`src/rtl/fetch_unit_pkg.sv`:
```
// fetch_unit_pkg
// Shared constants and types for the instruction fetch stage.
//   NOP_INSTR        : word presented to decode when no valid entry exists
//                      (decodes as SPECIAL/SLL, shamt 0, rd 0).
//   RESET_PC_DEFAULT : default PC loaded on reset.
//   fetch_entry_t    : one buffered {instruction, PC} pair.
//   align_word()     : clears the byte-offset bits of an address.
package fetch_unit_pkg;

    localparam logic [31:0] NOP_INSTR        = 32'h0000_0000;
    localparam logic [31:0] RESET_PC_DEFAULT = 32'h8002_0000;

    typedef struct packed {
        logic [31:0] instr;
        logic [31:0] pc;
    } fetch_entry_t;

    function automatic logic [31:0] align_word(input logic [31:0] addr);
        return {addr[31:2], 2'b00};
    endfunction

endpackage

```
`src/rtl/fetch_unit_if.sv`:
```
// fetch_unit_if
// Instruction-memory read bus between the fetch stage (master) and memory
// (slave).
//   w_imem_req      : request valid (master -> slave)
//   w_imem_addr_32  : word-aligned read address (master -> slave)
//   w_imem_ready    : memory accepts the request this cycle (slave -> master)
//   w_imem_rvalid   : read data valid (slave -> master)
//   w_imem_rdata_32 : read data (slave -> master)
//
// Handshake: a request is issued on a clock edge where w_imem_req and
// w_imem_ready are both high. While w_imem_req is high and not accepted the
// address is held, unless the fetch stage is redirected. Responses have no
// backpressure: each w_imem_rvalid pulse delivers one word, in issue order,
// at least one cycle after the request was accepted.
interface fetch_unit_if;

    logic        w_imem_req;
    logic [31:0] w_imem_addr_32;
    logic        w_imem_ready;
    logic        w_imem_rvalid;
    logic [31:0] w_imem_rdata_32;

    modport master (
        output w_imem_req,
        output w_imem_addr_32,
        input  w_imem_ready,
        input  w_imem_rvalid,
        input  w_imem_rdata_32
    );

    modport slave (
        input  w_imem_req,
        input  w_imem_addr_32,
        output w_imem_ready,
        output w_imem_rvalid,
        output w_imem_rdata_32
    );

endinterface

```
`src/rtl/fetch_unit_fifo.sv`:
```
// fetch_fifo
// Small synchronous FIFO holding fetched {instr, pc} entries.
//   clock, reset : clock, synchronous active-high reset
//   flush        : empties the FIFO; wins over push and pop
//   push/push_data : write one entry
//   pop          : drop the head entry (ignored when empty)
//   head_data    : current head entry (combinational from storage)
//   empty, count : occupancy
module fetch_fifo #(
    parameter int DEPTH = 2,
    parameter int WIDTH = 64
) (
    input  logic                     clock,
    input  logic                     reset,
    input  logic                     flush,
    input  logic                     push,
    input  logic [WIDTH-1:0]         push_data,
    input  logic                     pop,
    output logic [WIDTH-1:0]         head_data,
    output logic                     empty,
    output logic [$clog2(DEPTH):0]   count
);

    localparam int AW = $clog2(DEPTH);
    localparam int CW = AW + 1;
    localparam logic [CW-1:0] DEPTH_W = CW'(DEPTH);

    logic [WIDTH-1:0] mem_q [DEPTH];
    logic [WIDTH-1:0] mem_d [DEPTH];
    logic [AW-1:0]    wr_ptr_q, wr_ptr_d;
    logic [AW-1:0]    rd_ptr_q, rd_ptr_d;
    logic [CW-1:0]    count_q, count_d;
    logic             full;
    logic             push_ok;
    logic             pop_ok;

    assign empty     = (count_q == '0);
    assign full      = (count_q == DEPTH_W);
    assign count     = count_q;
    assign head_data = mem_q[rd_ptr_q];

    // A push into a full FIFO is only legal when the head leaves the same cycle.
    assign pop_ok  = pop && !empty;
    assign push_ok = push && (!full || pop_ok);

    always_comb begin
        mem_d    = mem_q;
        wr_ptr_d = wr_ptr_q;
        rd_ptr_d = rd_ptr_q;
        count_d  = count_q;
        if (flush) begin
            wr_ptr_d = '0;
            rd_ptr_d = '0;
            count_d  = '0;
        end else begin
            if (push_ok) begin
                mem_d[wr_ptr_q] = push_data;
                wr_ptr_d        = wr_ptr_q + 1'b1;
            end
            if (pop_ok) begin
                rd_ptr_d = rd_ptr_q + 1'b1;
            end
            case ({push_ok, pop_ok})
                2'b10:   count_d = count_q + 1'b1;
                2'b01:   count_d = count_q - 1'b1;
                default: count_d = count_q;
            endcase
        end
    end

    always_ff @(posedge clock) begin
        if (reset) begin
            wr_ptr_q <= '0;
            rd_ptr_q <= '0;
            count_q  <= '0;
        end else begin
            wr_ptr_q <= wr_ptr_d;
            rd_ptr_q <= rd_ptr_d;
            count_q  <= count_d;
        end
    end

    // Storage needs no reset: nothing reads it while the FIFO is empty.
    always_ff @(posedge clock) begin
        mem_q <= mem_d;
    end

    a_no_overflow : assert property (@(posedge clock) disable iff (reset)
        !(push && !flush && full && !pop));

endmodule

```
`src/rtl/fetch_unit.sv`:
```
// fetch_unit
// Instruction fetch stage: owns the PC, issues instruction-memory reads,
// buffers returned words in order and presents {instruction, PC} to decode.
//   clock, reset      : clock, synchronous active-high reset
//   w_stall           : decode cannot take the head entry this cycle
//   w_redirect        : taken branch/jump; flush and restart at w_redirect_pc_32
//   w_redirect_pc_32  : redirect target (bits [1:0] forced to zero)
//   imem              : instruction-memory read bus (master side)
//   w_instr_out_32    : head instruction, NOP_INSTR when nothing is valid
//   w_pc_out_32       : PC of the head instruction, zero when nothing is valid
//   w_valid           : head entry valid
module fetch_unit
    import fetch_unit_pkg::*;
#(
    parameter logic [31:0] RESET_PC  = RESET_PC_DEFAULT,
    parameter int          BUF_DEPTH = 2
) (
    input  logic                clock,
    input  logic                reset,
    input  logic                w_stall,
    input  logic                w_redirect,
    input  logic [31:0]         w_redirect_pc_32,
    fetch_unit_if.master        imem,
    output logic [31:0]         w_instr_out_32,
    output logic [31:0]         w_pc_out_32,
    output logic                w_valid
);

    localparam int AW = $clog2(BUF_DEPTH);
    localparam int CW = AW + 1;
    localparam logic [CW:0] DEPTH_W = (CW + 1)'(BUF_DEPTH);

    logic [31:0]   fetch_pc_q, fetch_pc_d;
    logic [CW-1:0] outstanding_q, outstanding_d;
    logic [CW-1:0] drop_q, drop_d;
    // Addresses of issued reads, consumed as responses are accepted.
    logic [31:0]   tag_mem_q [BUF_DEPTH];
    logic [31:0]   tag_mem_d [BUF_DEPTH];
    logic [AW-1:0] tag_wr_q, tag_wr_d;
    logic [AW-1:0] tag_rd_q, tag_rd_d;

    logic [CW-1:0] fifo_count;
    logic          fifo_empty;
    logic [63:0]   fifo_head;
    fetch_entry_t  head;
    fetch_entry_t  push_entry;
    logic          pop;
    logic          issue;
    logic          accept;
    logic          req;
    logic [CW:0]   credit_used;

    assign head    = fifo_head;
    assign w_valid = !fifo_empty;
    assign pop     = w_valid && !w_stall;

    // Credit counts a head leaving this cycle as already freed, which keeps
    // one read in flight every cycle with a one-cycle memory and two entries.
    assign credit_used = {1'b0, fifo_count} + {1'b0, outstanding_q}
                       + {1'b0, drop_q} - {{CW{1'b0}}, pop};

    assign req    = !reset && !w_redirect && (credit_used < DEPTH_W);
    assign issue  = req && imem.w_imem_ready;
    assign accept = imem.w_imem_rvalid && (drop_q == '0) && !w_redirect;

    assign imem.w_imem_req     = req;
    assign imem.w_imem_addr_32 = fetch_pc_q;

    assign push_entry.instr = imem.w_imem_rdata_32;
    assign push_entry.pc    = tag_mem_q[tag_rd_q];

    assign w_instr_out_32 = w_valid ? head.instr : NOP_INSTR;
    assign w_pc_out_32    = w_valid ? head.pc    : 32'h0;

    always_comb begin
        fetch_pc_d    = fetch_pc_q;
        outstanding_d = outstanding_q;
        drop_d        = drop_q;
        tag_mem_d     = tag_mem_q;
        tag_wr_d      = tag_wr_q;
        tag_rd_d      = tag_rd_q;
        if (w_redirect) begin
            // Every read still in flight becomes wrong-path; a response
            // arriving this very cycle retires one of them.
            fetch_pc_d    = align_word(w_redirect_pc_32);
            outstanding_d = '0;
            tag_wr_d      = '0;
            tag_rd_d      = '0;
            drop_d        = drop_q + outstanding_q - {{AW{1'b0}}, imem.w_imem_rvalid};
        end else begin
            if (issue) begin
                fetch_pc_d          = fetch_pc_q + 32'd4;
                tag_mem_d[tag_wr_q] = fetch_pc_q;
                tag_wr_d            = tag_wr_q + 1'b1;
            end
            if (accept) begin
                tag_rd_d = tag_rd_q + 1'b1;
            end
            // Old-path words return first, so they are the ones discarded.
            if (imem.w_imem_rvalid && (drop_q != '0)) begin
                drop_d = drop_q - 1'b1;
            end
            case ({issue, accept})
                2'b10:   outstanding_d = outstanding_q + 1'b1;
                2'b01:   outstanding_d = outstanding_q - 1'b1;
                default: outstanding_d = outstanding_q;
            endcase
        end
    end

    always_ff @(posedge clock) begin
        if (reset) begin
            fetch_pc_q    <= RESET_PC;
            outstanding_q <= '0;
            drop_q        <= '0;
            tag_wr_q      <= '0;
            tag_rd_q      <= '0;
        end else begin
            fetch_pc_q    <= fetch_pc_d;
            outstanding_q <= outstanding_d;
            drop_q        <= drop_d;
            tag_wr_q      <= tag_wr_d;
            tag_rd_q      <= tag_rd_d;
        end
    end

    always_ff @(posedge clock) begin
        tag_mem_q <= tag_mem_d;
    end

    fetch_fifo #(
        .DEPTH (BUF_DEPTH),
        .WIDTH ($bits(fetch_entry_t))
    ) u_fifo (
        .clock     (clock),
        .reset     (reset),
        .flush     (w_redirect),
        .push      (accept),
        .push_data (push_entry),
        .pop       (pop),
        .head_data (fifo_head),
        .empty     (fifo_empty),
        .count     (fifo_count)
    );

    a_rvalid_expected : assert property (@(posedge clock) disable iff (reset)
        imem.w_imem_rvalid |-> ((outstanding_q != '0) || (drop_q != '0)));

endmodule

```
`src/flat_wrapper.sv`:
```
// flat-port wrapper written by rule: the top's interface ports become plain ports
module fetch_unit_flat import fetch_unit_pkg::*;
#(
    parameter logic [31:0] RESET_PC  = RESET_PC_DEFAULT,
    parameter int          BUF_DEPTH = 2
)
  (clock, reset, w_stall, w_redirect, w_redirect_pc_32, w_instr_out_32, w_pc_out_32, w_valid, imem_w_imem_req, imem_w_imem_addr_32, imem_w_imem_ready, imem_w_imem_rvalid, imem_w_imem_rdata_32);
  fetch_unit_if imem_i ();
  input  logic clock;
  input  logic reset;
  input  logic w_stall;
  input  logic w_redirect;
  input  logic [31:0] w_redirect_pc_32;
  output logic [31:0] w_instr_out_32;
  output logic [31:0] w_pc_out_32;
  output logic w_valid;
  output wire logic [$bits(imem_i.w_imem_req)-1:0] imem_w_imem_req;
  output wire logic [$bits(imem_i.w_imem_addr_32)-1:0] imem_w_imem_addr_32;
  input wire logic [$bits(imem_i.w_imem_ready)-1:0] imem_w_imem_ready;
  input wire logic [$bits(imem_i.w_imem_rvalid)-1:0] imem_w_imem_rvalid;
  input wire logic [$bits(imem_i.w_imem_rdata_32)-1:0] imem_w_imem_rdata_32;
  assign imem_w_imem_req = imem_i.w_imem_req;
  assign imem_w_imem_addr_32 = imem_i.w_imem_addr_32;
  assign imem_i.w_imem_ready = imem_w_imem_ready;
  assign imem_i.w_imem_rvalid = imem_w_imem_rvalid;
  assign imem_i.w_imem_rdata_32 = imem_w_imem_rdata_32;
  fetch_unit #(.RESET_PC(RESET_PC), .BUF_DEPTH(BUF_DEPTH)) u_core (.clock(clock), .reset(reset), .w_stall(w_stall), .w_redirect(w_redirect), .w_redirect_pc_32(w_redirect_pc_32), .imem(imem_i), .w_instr_out_32(w_instr_out_32), .w_pc_out_32(w_pc_out_32), .w_valid(w_valid));
endmodule
```
`config.mk`:
```
export PLATFORM = sky130hd
export DESIGN_NAME = fetch_unit_flat
export DESIGN_NICKNAME = d
export VERILOG_FILES = /design/src/rtl/fetch_unit_pkg.sv /design/src/rtl/fetch_unit_if.sv /design/src/rtl/fetch_unit_fifo.sv /design/src/rtl/fetch_unit.sv /design/src/flat_wrapper.sv
export SDC_FILE = /design/constraint.sdc
export NUM_CORES = 1
export LEC_CHECK = 0
export CORE_ASPECT_RATIO = 1.1
export CORE_UTILIZATION = 49
export CTS_BUF_LIST = sky130_fd_sc_hd__clkbuf_8
export DETAILED_ROUTE_END_ITERATION = 6
export PLACE_DENSITY = 0.78
export SYNTH_ARGS = -nofsm -noshare
export SYNTH_HDL_FRONTEND = slang
export SYNTH_SLANG_ARGS = --single-unit
export TNS_END_PERCENT = 10
```
`constraint.sdc`:
```
create_clock -name clock -period 5.4 [get_ports clock]
set_input_delay 1.35 -clock clock [delete_from_list [all_inputs] [get_ports clock]]
set_output_delay 1.35 -clock clock [all_outputs]
set_load 0.02 [all_outputs]
```
Word-level counts from Yosys, hierarchy flattened
Cells that the tools add are included.
{"block": "op_classes", "add_sub_neg": 15, "n_mul": 0, "div": 0, "n_lt_le_gt_ge": 7, "eq_ne": 5, "shifts": 0, "n_mux": 20, "n_bitwise": 5, "reduce_logical": 27}
{"operator": "32-bit 2-to-1 mux", "count": 8}
{"operator": "64-bit 2-to-1 mux", "count": 4}
{"operator": "128-bit bitwise mux", "count": 1}
{"operator": "64-bit bitwise mux", "count": 1}
{"operator": "64-bit demux with 1-bit select", "count": 1}
{"operator": "32-bit by 3-bit adder with 32-bit output (second input constant)", "count": 1}
{"operator": "32-bit demux with 1-bit select", "count": 1}
{"operator": "1-bit logical AND", "count": 11}
{"operator": "2-bit nonzero test", "count": 5}
{"operator": "2-bit >= comparator (second input constant)", "count": 4}
{"operator": "1-bit inverter with 2-bit output", "count": 4}
{"operator": "2-bit case mux with 2 select lines", "count": 2}
{"operator": "2-bit == test (second input constant)", "count": 3}
{"operator": "2-bit by 1-bit subtractor with 2-bit output (second input constant)", "count": 3}
{"operator": "1-bit logical NOT", "count": 5}
{"operator": "1-bit adder (second input constant)", "count": 4}
{"operator": "2-bit by 1-bit adder with 2-bit output (second input constant)", "count": 2}
{"operator": "2-bit by 1-bit == test with 1-bit output (second input constant)", "count": 2}
{"operator": "2-bit logical NOT", "count": 2}
{"operator": "2-bit by 1-bit < comparator with 1-bit output (second input constant)", "count": 2}
{"operator": "2-bit 2-to-1 mux", "count": 2}
{"operator": "2-bit AND reduction", "count": 2}
{"operator": "2-bit by 2-bit adder with 3-bit output", "count": 1}
{"operator": "3-bit by 2-bit adder with 3-bit output", "count": 1}
{"operator": "other kinds (7)", "count": 7}
{"block": "word_totals", "register_bits": 234, "latch_bits": 0, "ramBits": 0, "mem_bits_ro": 0, "in_bits": 70, "mem_count": 0}

Depth between registers and ports, before layout
{"block": "logic_depth", "ltp_word": 9, "depth_mapped": 15, "mapped_depth_nobuf": 14}

By module
Synthesis repeated with hierarchy kept, for this count alone.
{"block": "hier_totals", "cells_unflattened": 669, "hier_area_um2": 9639.2}
{"module": "fetch_fifo", "n_inst": 1, "cells_each": 225, "area_each_um2": 4868.4}
{"module": "fetch_unit", "n_inst": 1, "cells_each": 444, "area_each_um2": 4770.8}

Worst setup path before layout
Ideal clock, no wire load.
{"block": "synth_path", "path_kind": "input to register", "start": "input w_stall", "end": "register u_core.tag_mem_q[34] in the netlist's numbering (enable)", "setup_ns": 0.417, "t_arrival_ns": 4.940, "slack_ns": 0.043, "path_stages": 12, "path_buffers": 2, "path_cell_list": "clkbuf_1 nor2_1 ha_1 inv_1 ha_1 a21o_1 ha_1 xnor3_1 nor4b_4 inv_2 clkbuf_1 nor2_1"}
{"block": "synth_between", "elab_chain_cells": 7}
{"item": "start: declaration", "line_no": "flat_wrapper.sv:11", "source": "input logic w_stall;"}
{"item": "1-bit logical NOT", "line_no": "fetch_unit.sv:55", "source": "assign pop = w_valid && !w_stall;"}
{"item": "1-bit logical AND", "line_no": "fetch_unit.sv:55"}
{"item": "3-bit by 1-bit subtractor with 3-bit output", "line_no": "fetch_unit.sv:60", "source": "+ {1'b0, drop_q} - {{CW{1'b0}}, pop};"}
{"item": "3-bit by 2-bit < comparator with 1-bit output", "line_no": "fetch_unit.sv:62", "source": "assign req = !reset && !w_redirect && (credit_used < DEPTH_W);"}
{"item": "1-bit logical AND", "line_no": "fetch_unit.sv:62"}
{"item": "1-bit logical AND", "line_no": "fetch_unit.sv:63", "source": "assign issue = req && imem.w_imem_ready;"}
{"item": "2-bit AND reduction (no line)"}
{"item": "end signal: assignment", "line_no": "fetch_unit.sv:128", "source": "tag_mem_q <= tag_mem_d;"}
{"item": "end: declaration", "line_no": "fetch_unit.sv:37", "source": "logic [31:0] tag_mem_q [BUF_DEPTH];"}
No other way between the ends.
A chain may end at the register's enable or synchronous reset.

Final worst setup path
{"block": "layout_path", "start": "input w_stall", "end": "output imem_w_imem_req"}
{"block": "layout_between", "elab_chain_cells": 5}
{"item": "1-bit logical NOT", "line_no": "fetch_unit.sv:55"}
{"item": "1-bit logical AND", "line_no": "fetch_unit.sv:55"}
{"item": "3-bit by 1-bit subtractor with 3-bit output", "line_no": "fetch_unit.sv:60"}
{"item": "3-bit by 2-bit < comparator with 1-bit output", "line_no": "fetch_unit.sv:62"}
{"item": "1-bit logical AND", "line_no": "fetch_unit.sv:62"}
{"item": "end: declaration", "line_no": "flat_wrapper.sv:17", "source": "output wire logic [$bits(imem_i.w_imem_req)-1:0] imem_w_imem_req;"}
No other way between the ends.

==> flow_metrics.env <==
export IMPL_outcome="finished clean"
export IMPL_worstHoldPathType="reg -> reg"
export IMPL_io_pins=168
export IMPL_p_per_area_nw_per_um2=313.2
export IMPL_cts_htree_levels=2
export IMPL_critPathArrivalTime_ns=3.92
export IMPL_drv_cap=0
export IMPL_areaGrowthSynthToFinish_pct=27.92
export IMPL_finalCritPeriodShare_pct=97.66
export IMPL_initial_core_util_pct=50.23
export IMPL_synth_edf_count=184
export IMPL_cp_common_cell="ha_1"
export IMPL_max_stage_delay_ns=0.52
export IMPL_dieArea_um2=19430
export IMPL_cts_setup_buffers=0
export IMPL_gp_congestion=0.8131
export IMPL_grt_max_degree=64
export IMPL_power_w=0.003705
export IMPL_clock_sinks=224
export IMPL_synth_area_top_cells="edfxtp_1 60%, dfxtp_1 8.7%, mux2i_1 6.7%, mux2_2 3.9%, nor2_1 3.9%"
export IMPL_synth_avg_cell_area_um2=13.66
export IMPL_clkTransAtPathRegs_ns=0.06
export IMPL_drc=0
export IMPL_antenna_cells=0
export IMPL_drt_wl_total_um=19390
export IMPL_grt_pass1_vias=6046
export IMPL_finalSetupViolations=0
export IMPL_ys_seq_area_share_pct=68.40
export IMPL_insertion_delay_ns=0.52
export IMPL_period_minus_slack_ns=5.273
export IMPL_die_y_um=146.1
export IMPL_rsz0062_at_grt="false"
export IMPL_leakage_nw=3.941
export IMPL_crit_fanout=2
export IMPL_detail_route_antenna_nets=0
export IMPL_worst_pin_slew_ns=1.156
export IMPL_cp_slowest_cell="clkdlybuf4s50_1"
export IMPL_tritoncts_num_buffers=36
export IMPL_ys_warnings_count=0
export IMPL_overflow=0
export IMPL_cts_hold_fix_buffers=0
export IMPL_final_nets=936
export IMPL_vias=6140
export IMPL_dpl_hpwl_um=12070
export IMPL_cts_tree="built"
export IMPL_async_flop_share_pct=0
export IMPL_drt_first_pass_iters=4
export IMPL_cts_buffer_depth=3
export IMPL_design_core_area_um2=18410
export IMPL_grt_pass1_wl_um=30600
export IMPL_synthCells=677
export IMPL_critPathBufInv=3
export IMPL_start_kind="input pin"
export IMPL_cp_data_required_time_ns=4.05
export IMPL_slew_viol_final=0
export IMPL_fin_cells=1123
export IMPL_ctsResizeCount=1
export IMPL_grt_usage_pct=20.03
export IMPL_root_buffer="clkbuf_8"
export IMPL_path_class="in -> out"
export IMPL_fill_cells=1408
export IMPL_drtIter0Drc=341
export IMPL_wire_per_inst_um=17.27
export IMPL_fin_skew_ns=0.02514
export IMPL_ir_drop_mv=0.1617
export IMPL_relSlewSlack_pct=22.66
export IMPL_synth_seq_cells=224
export IMPL_netlist_area_um2=9249
export IMPL_drive_gt1_share_pct=11.48
export IMPL_cp_end_kind="output port"
export IMPL_dp_cells=1061
export IMPL_rows=52
export IMPL_fmax_mhz=189.6
export IMPL_synth_top_area_share_pct=59.74
export IMPL_antenna_found_initial=0
export IMPL_routed_via_density=5.467
export IMPL_hold_viol_final=0
export IMPL_port_buffers=161
export IMPL_final_common_cell="edfxtp_1"
export IMPL_synth_distinct_cells=49
export IMPL_yosys_area_top_type="edfxtp_1"
export IMPL_crit_family="buffers and inverters"
export IMPL_synth_main_ff_cell="edfxtp_1"
export IMPL_worstPathCellList="clkdlybuf4s50_1 > nor2_1 > ha_1 > fa_1 > inv_1 > ha_1 > xnor3_1 > nor3_1 > dlygate4sd2_1"
export IMPL_final_cell_mix="184 x edfxtp_1, 160 x clkdlybuf4s50_1, 91 x nor2_1"
export IMPL_die_width_um=133.0
## layout make-up
type	count	area [um2]	share of cell area (%)
Clock inverter	24	131.4	1.110
Multi-Input combinational cell	396	2718	22.97
Tap cell	243	304.0	2.570
Timing Repair Buffer	178	1750	14.79
Sequential cell	224	6330	53.50
Clock buffer	38	523.0	4.420
Inverter	20	75.07	0.6345
## cell usage after synthesis, types with 4 or more instances
library cell,n
xor2_1,6
o21ai_0,17
nand3_1,7
buf_4,4
nor3_1,9
xnor2_1,8
ha_1,9
mux2_2,32
clkbuf_1,23
dfxtp_1,40
and3_1,8
edfxtp_1,184
or4_1,6
and2_1,4
a211oi_1,4
a21oi_1,25
inv_1,19
buf_2,6
nor2_1,95
a31oi_1,13
buf_1,7
mux2i_1,62
nand4_1,16
nand2_1,33
## logic make-up (layout without fill, tap and decap cells)
logic type,after synthesis,in the layout,share of synthesized area [%]
flops,224,224,68.40
simple gates,192,192,9.727
mux,94,94,10.61
compound gates,81,81,5.547
buf+inv,60,260,2.679
xor+xnor,15,15,1.569
fa+ha+maj,10,10,1.434
other cells,1,4,0.04055
## metrics by stage
stage	setup TNS, ns	instance area [um2]	util (%)	hold slack (ns)	setup WS (ns)
2_1_floorplan	0	9260	-	0.4832	0.04300
3_3_place_gp	-0.1133	11180	60.71	0.5084	-0.1133
3_5_place_dp	-0.1506	11180	60.71	0.5353	-0.1506
4_1_cts	0	11830	64.26	0.5359	0.1330
5_1_grt	0	11830	64.26	0.5557	0.03276
6_report	0	11830	64.26	0.5452	0.1266
## report_power, final
part	switching [W]	leakage, nW	internal, W	total, W
Clock	0.000628	0.381	0.000699	0.00133
Combinational	0.000198	1.54	0.000178	0.000376
Sequential	0.0000500	2.02	0.00195	0.00200
## per-layer routing
metal	GRT usage (%)	routed length, um	vias up
met5	0	0	-
met4	8.103	505	0
met3	4.549	1202	44
met2	33.22	9552	235
met1	25.42	8133	2975
li1	-	-	2886
## sequential cells by signal (all words and copies together), names as in the netlist
signal                      count
u_core.tag_wr_q                 1
u_core.tag_mem_q               60
u_core.imem.w_imem_addr_32     30
u_core.u_fifo.mem_q           124
u_core.tag_rd_q                 1
u_core.outstanding_q            2
u_core.u_fifo.wr_ptr_q          1
u_core.u_fifo.rd_ptr_q          1
u_core.u_fifo.count             2
u_core.drop_q                   2
## final timing paths
kind	slack [ns]	depth (start not counted)	start	end
min reg2reg	0.55	0	u_core.imem.w_imem_addr_32[12]	u_core.tag_mem_q[12]
max reg2reg	1.62	12	u_core.u_fifo.count[1]	u_core.imem.w_imem_addr_32[10]
min	0.55	0	u_core.imem.w_imem_addr_32[12]	u_core.tag_mem_q[12]
max	0.13	9	w_stall	imem_w_imem_req
Power figures use the tool's default switching activity.
==> variant: new RTL, same flow settings <==
`BUF_DEPTH` is set to 2 in 2 places; all go to 4.
--- a/src/rtl/fetch_unit.sv
+++ b/src/rtl/fetch_unit.sv
@@ -13,7 +13,7 @@
     import fetch_unit_pkg::*;
 #(
     parameter logic [31:0] RESET_PC  = RESET_PC_DEFAULT,
-    parameter int          BUF_DEPTH = 2
+    parameter int          BUF_DEPTH = 4
 ) (
     input  logic                clock,
     input  logic                reset,
--- a/src/flat_wrapper.sv
+++ b/src/flat_wrapper.sv
@@ -2,7 +2,7 @@
 module fetch_unit_flat import fetch_unit_pkg::*;
 #(
     parameter logic [31:0] RESET_PC  = RESET_PC_DEFAULT,
-    parameter int          BUF_DEPTH = 2
+    parameter int          BUF_DEPTH = 4
 )
   (clock, reset, w_stall, w_redirect, w_redirect_pc_32, w_instr_out_32, w_pc_out_32, w_valid, imem_w_imem_req, imem_w_imem_addr_32, imem_w_imem_ready, imem_w_imem_rvalid, imem_w_imem_rdata_32);
   fetch_unit_if imem_i ();
Function: changed (a bounded check fails within 4 cycles, from zero or initial values and one cycle with reset high).
==> variant against the unedited design <==
- non-clock buffer count rose by 15
- critical path depth up 1
- area after synthesis grew 81%
- sequential cell count rose by 191
- highest routed layer unchanged
- worst setup slack improved by 0.14 ns
- power is 93% higher
- largest cell class unchanged
- cell area rose by 70%
- routed wire length increased by 67%
==> variant: results (changes against the unedited design) <==
| Metric | Value |
|---|---|
| Result of the run | completed |
| Met1 Wirelength | 13,520 um (+66%) |
| Flip-flop and latch area | 0.01200 mm^2 (+90%) |
| Slowest library cell on the worst path | fa_1 |
| Compound-cell area share of the yosys netlist | 0.03338 (-0.02208) |
| Mean routed wirelength per cell | 19.87 um (+15%) |
| Multiplexer share of the synthesized area | 0.1273 (+0.02126) |
| Placed Cells | 1,514 (+43%) |
| Share of synthesized area occupied by flip-flops and latches | 0.7157 (+0.03172) |
| H-tree level count | 3 (+1) |
| Gp weighted congestion | 0.7870 (-3.2%) |
| Via count of the first global-routing pass | 9,439 (+56%) |
| Fill cell count | 2,447 (+74%) |
| Static leakage | 6.541 nW (+66%) |
| Leading post-synthesis cells by cell area | edfxtp_1, mux4_2, dfxtp_1, and2_1, ha_1 |
| Overall fraction of global-route tracks in use | 0.1899 (-0.01043) |
| Final worst clock skew | 0.03774 ns (+0.01260 ns) |
| Largest delay contributor family on the critical path | adder cells |
| Met2 demand-to-capacity share in global routing | 0.3149 (-0.01731) |
| Final routed wirelength across all metal layers | 32,440 um (+67%) |
| Arithmetic-cell share of the synthesized area counting full adders, half adders and majority gates | 0.02136 (+0.007018) |
| Clock network latency to the later pin of the worst-skew pair | 0.60 ns (+0.08 ns) |
| P_comb | 0.000985 W (+160%) |
| Sequential logic power | 0.00376 W (+88%) |
| Multi-input combinational gate total | 448 (+13%) |
| Grt met3 use | 0.03973 (-0.005757) |
| Setup fix buffers added after clock tree synthesis | 0 (unchanged) |
| Unique masters post-synth | 60 (+22%) |
| Area of the multi-input gates | 0.004442 mm^2 (+63%) |
| Critical Path AT | 3.78 ns (-0.14 ns) |
| Vias after detailed routing | 9,074 (+48%) |
| Clock-cell share | 0.05926 (+0.003949) |
| Iteration count of the initial detailed-routing pass | 5 (+1) |
| CLK BUF | 66 (+74%) |
| Nets | 1,245 (+33%) |
| Non-clock buffer share | 0.09363 (-0.05432) |
| Relative max-transition margin | 0.1605 (-0.06615) |
| Iteration-0 DRC Markers | 602 (+77%) |
| Global-route wire length before repair | 50,460 um (+65%) |
| Number of flops mapped to enable cells by yosys | 368 (+100%) |
| Layout cell share with drive strength beyond 1 | 0.1882 (+0.07340) |
| Signal buffers | 193 (+8.4%) |
| Met1 layer usage reported by global route | 0.2502 (-0.004012) |
| Number of flip-flops under the largest register name | 248 (+100%) |
| Flop and latch count out of synthesis | 415 (+85%) |
| Non-clock inverter count in the final layout | 26 (+30%) |
| Syn avg cell area | 17.81 um^2 (+30%) |
| Synth top cells by count | edfxtp_1, mux4_2, and2_1, dfxtp_1, nor2_1 |
| WL met3 | 2143 um (+78%) |
| Max incr delay on CP | 0.47 ns (-0.05 ns) |
| Sw Share | 0.2508 (+0.01435) |
-- variant: worst paths after layout --
kind,endpoint,cells past startpoint,start,slack [ns]
worst max-delay path,imem_w_imem_req,10,w_stall,0.27
worst min-delay path,u_core.tag_wr_q[1],2,u_core.tag_wr_q[1],0.52
worst max register to register,u_core.imem.w_imem_addr_32[14],12,u_core.u_fifo.count[0],1.56
worst min register to register,u_core.tag_wr_q[1],2,u_core.tag_wr_q[1],0.52
-- variant: per-stage QoR --
step	utilization	hold slack (ns)	worst slack, ns	power [W]	instance area, um^2
floorplan	-	0.4692	0.4200	0.004419	16770
global placement	0.5670	0.4890	-0.01419	0.004798	18970
detailed placement	0.5670	0.4976	-0.004027	0.004828	18970
CTS	0.6027	0.5063	0.2568	0.007227	20160
global route	0.6027	0.5350	0.1338	0.007457	20160
finish	0.6027	0.5153	0.2668	0.007148	20160
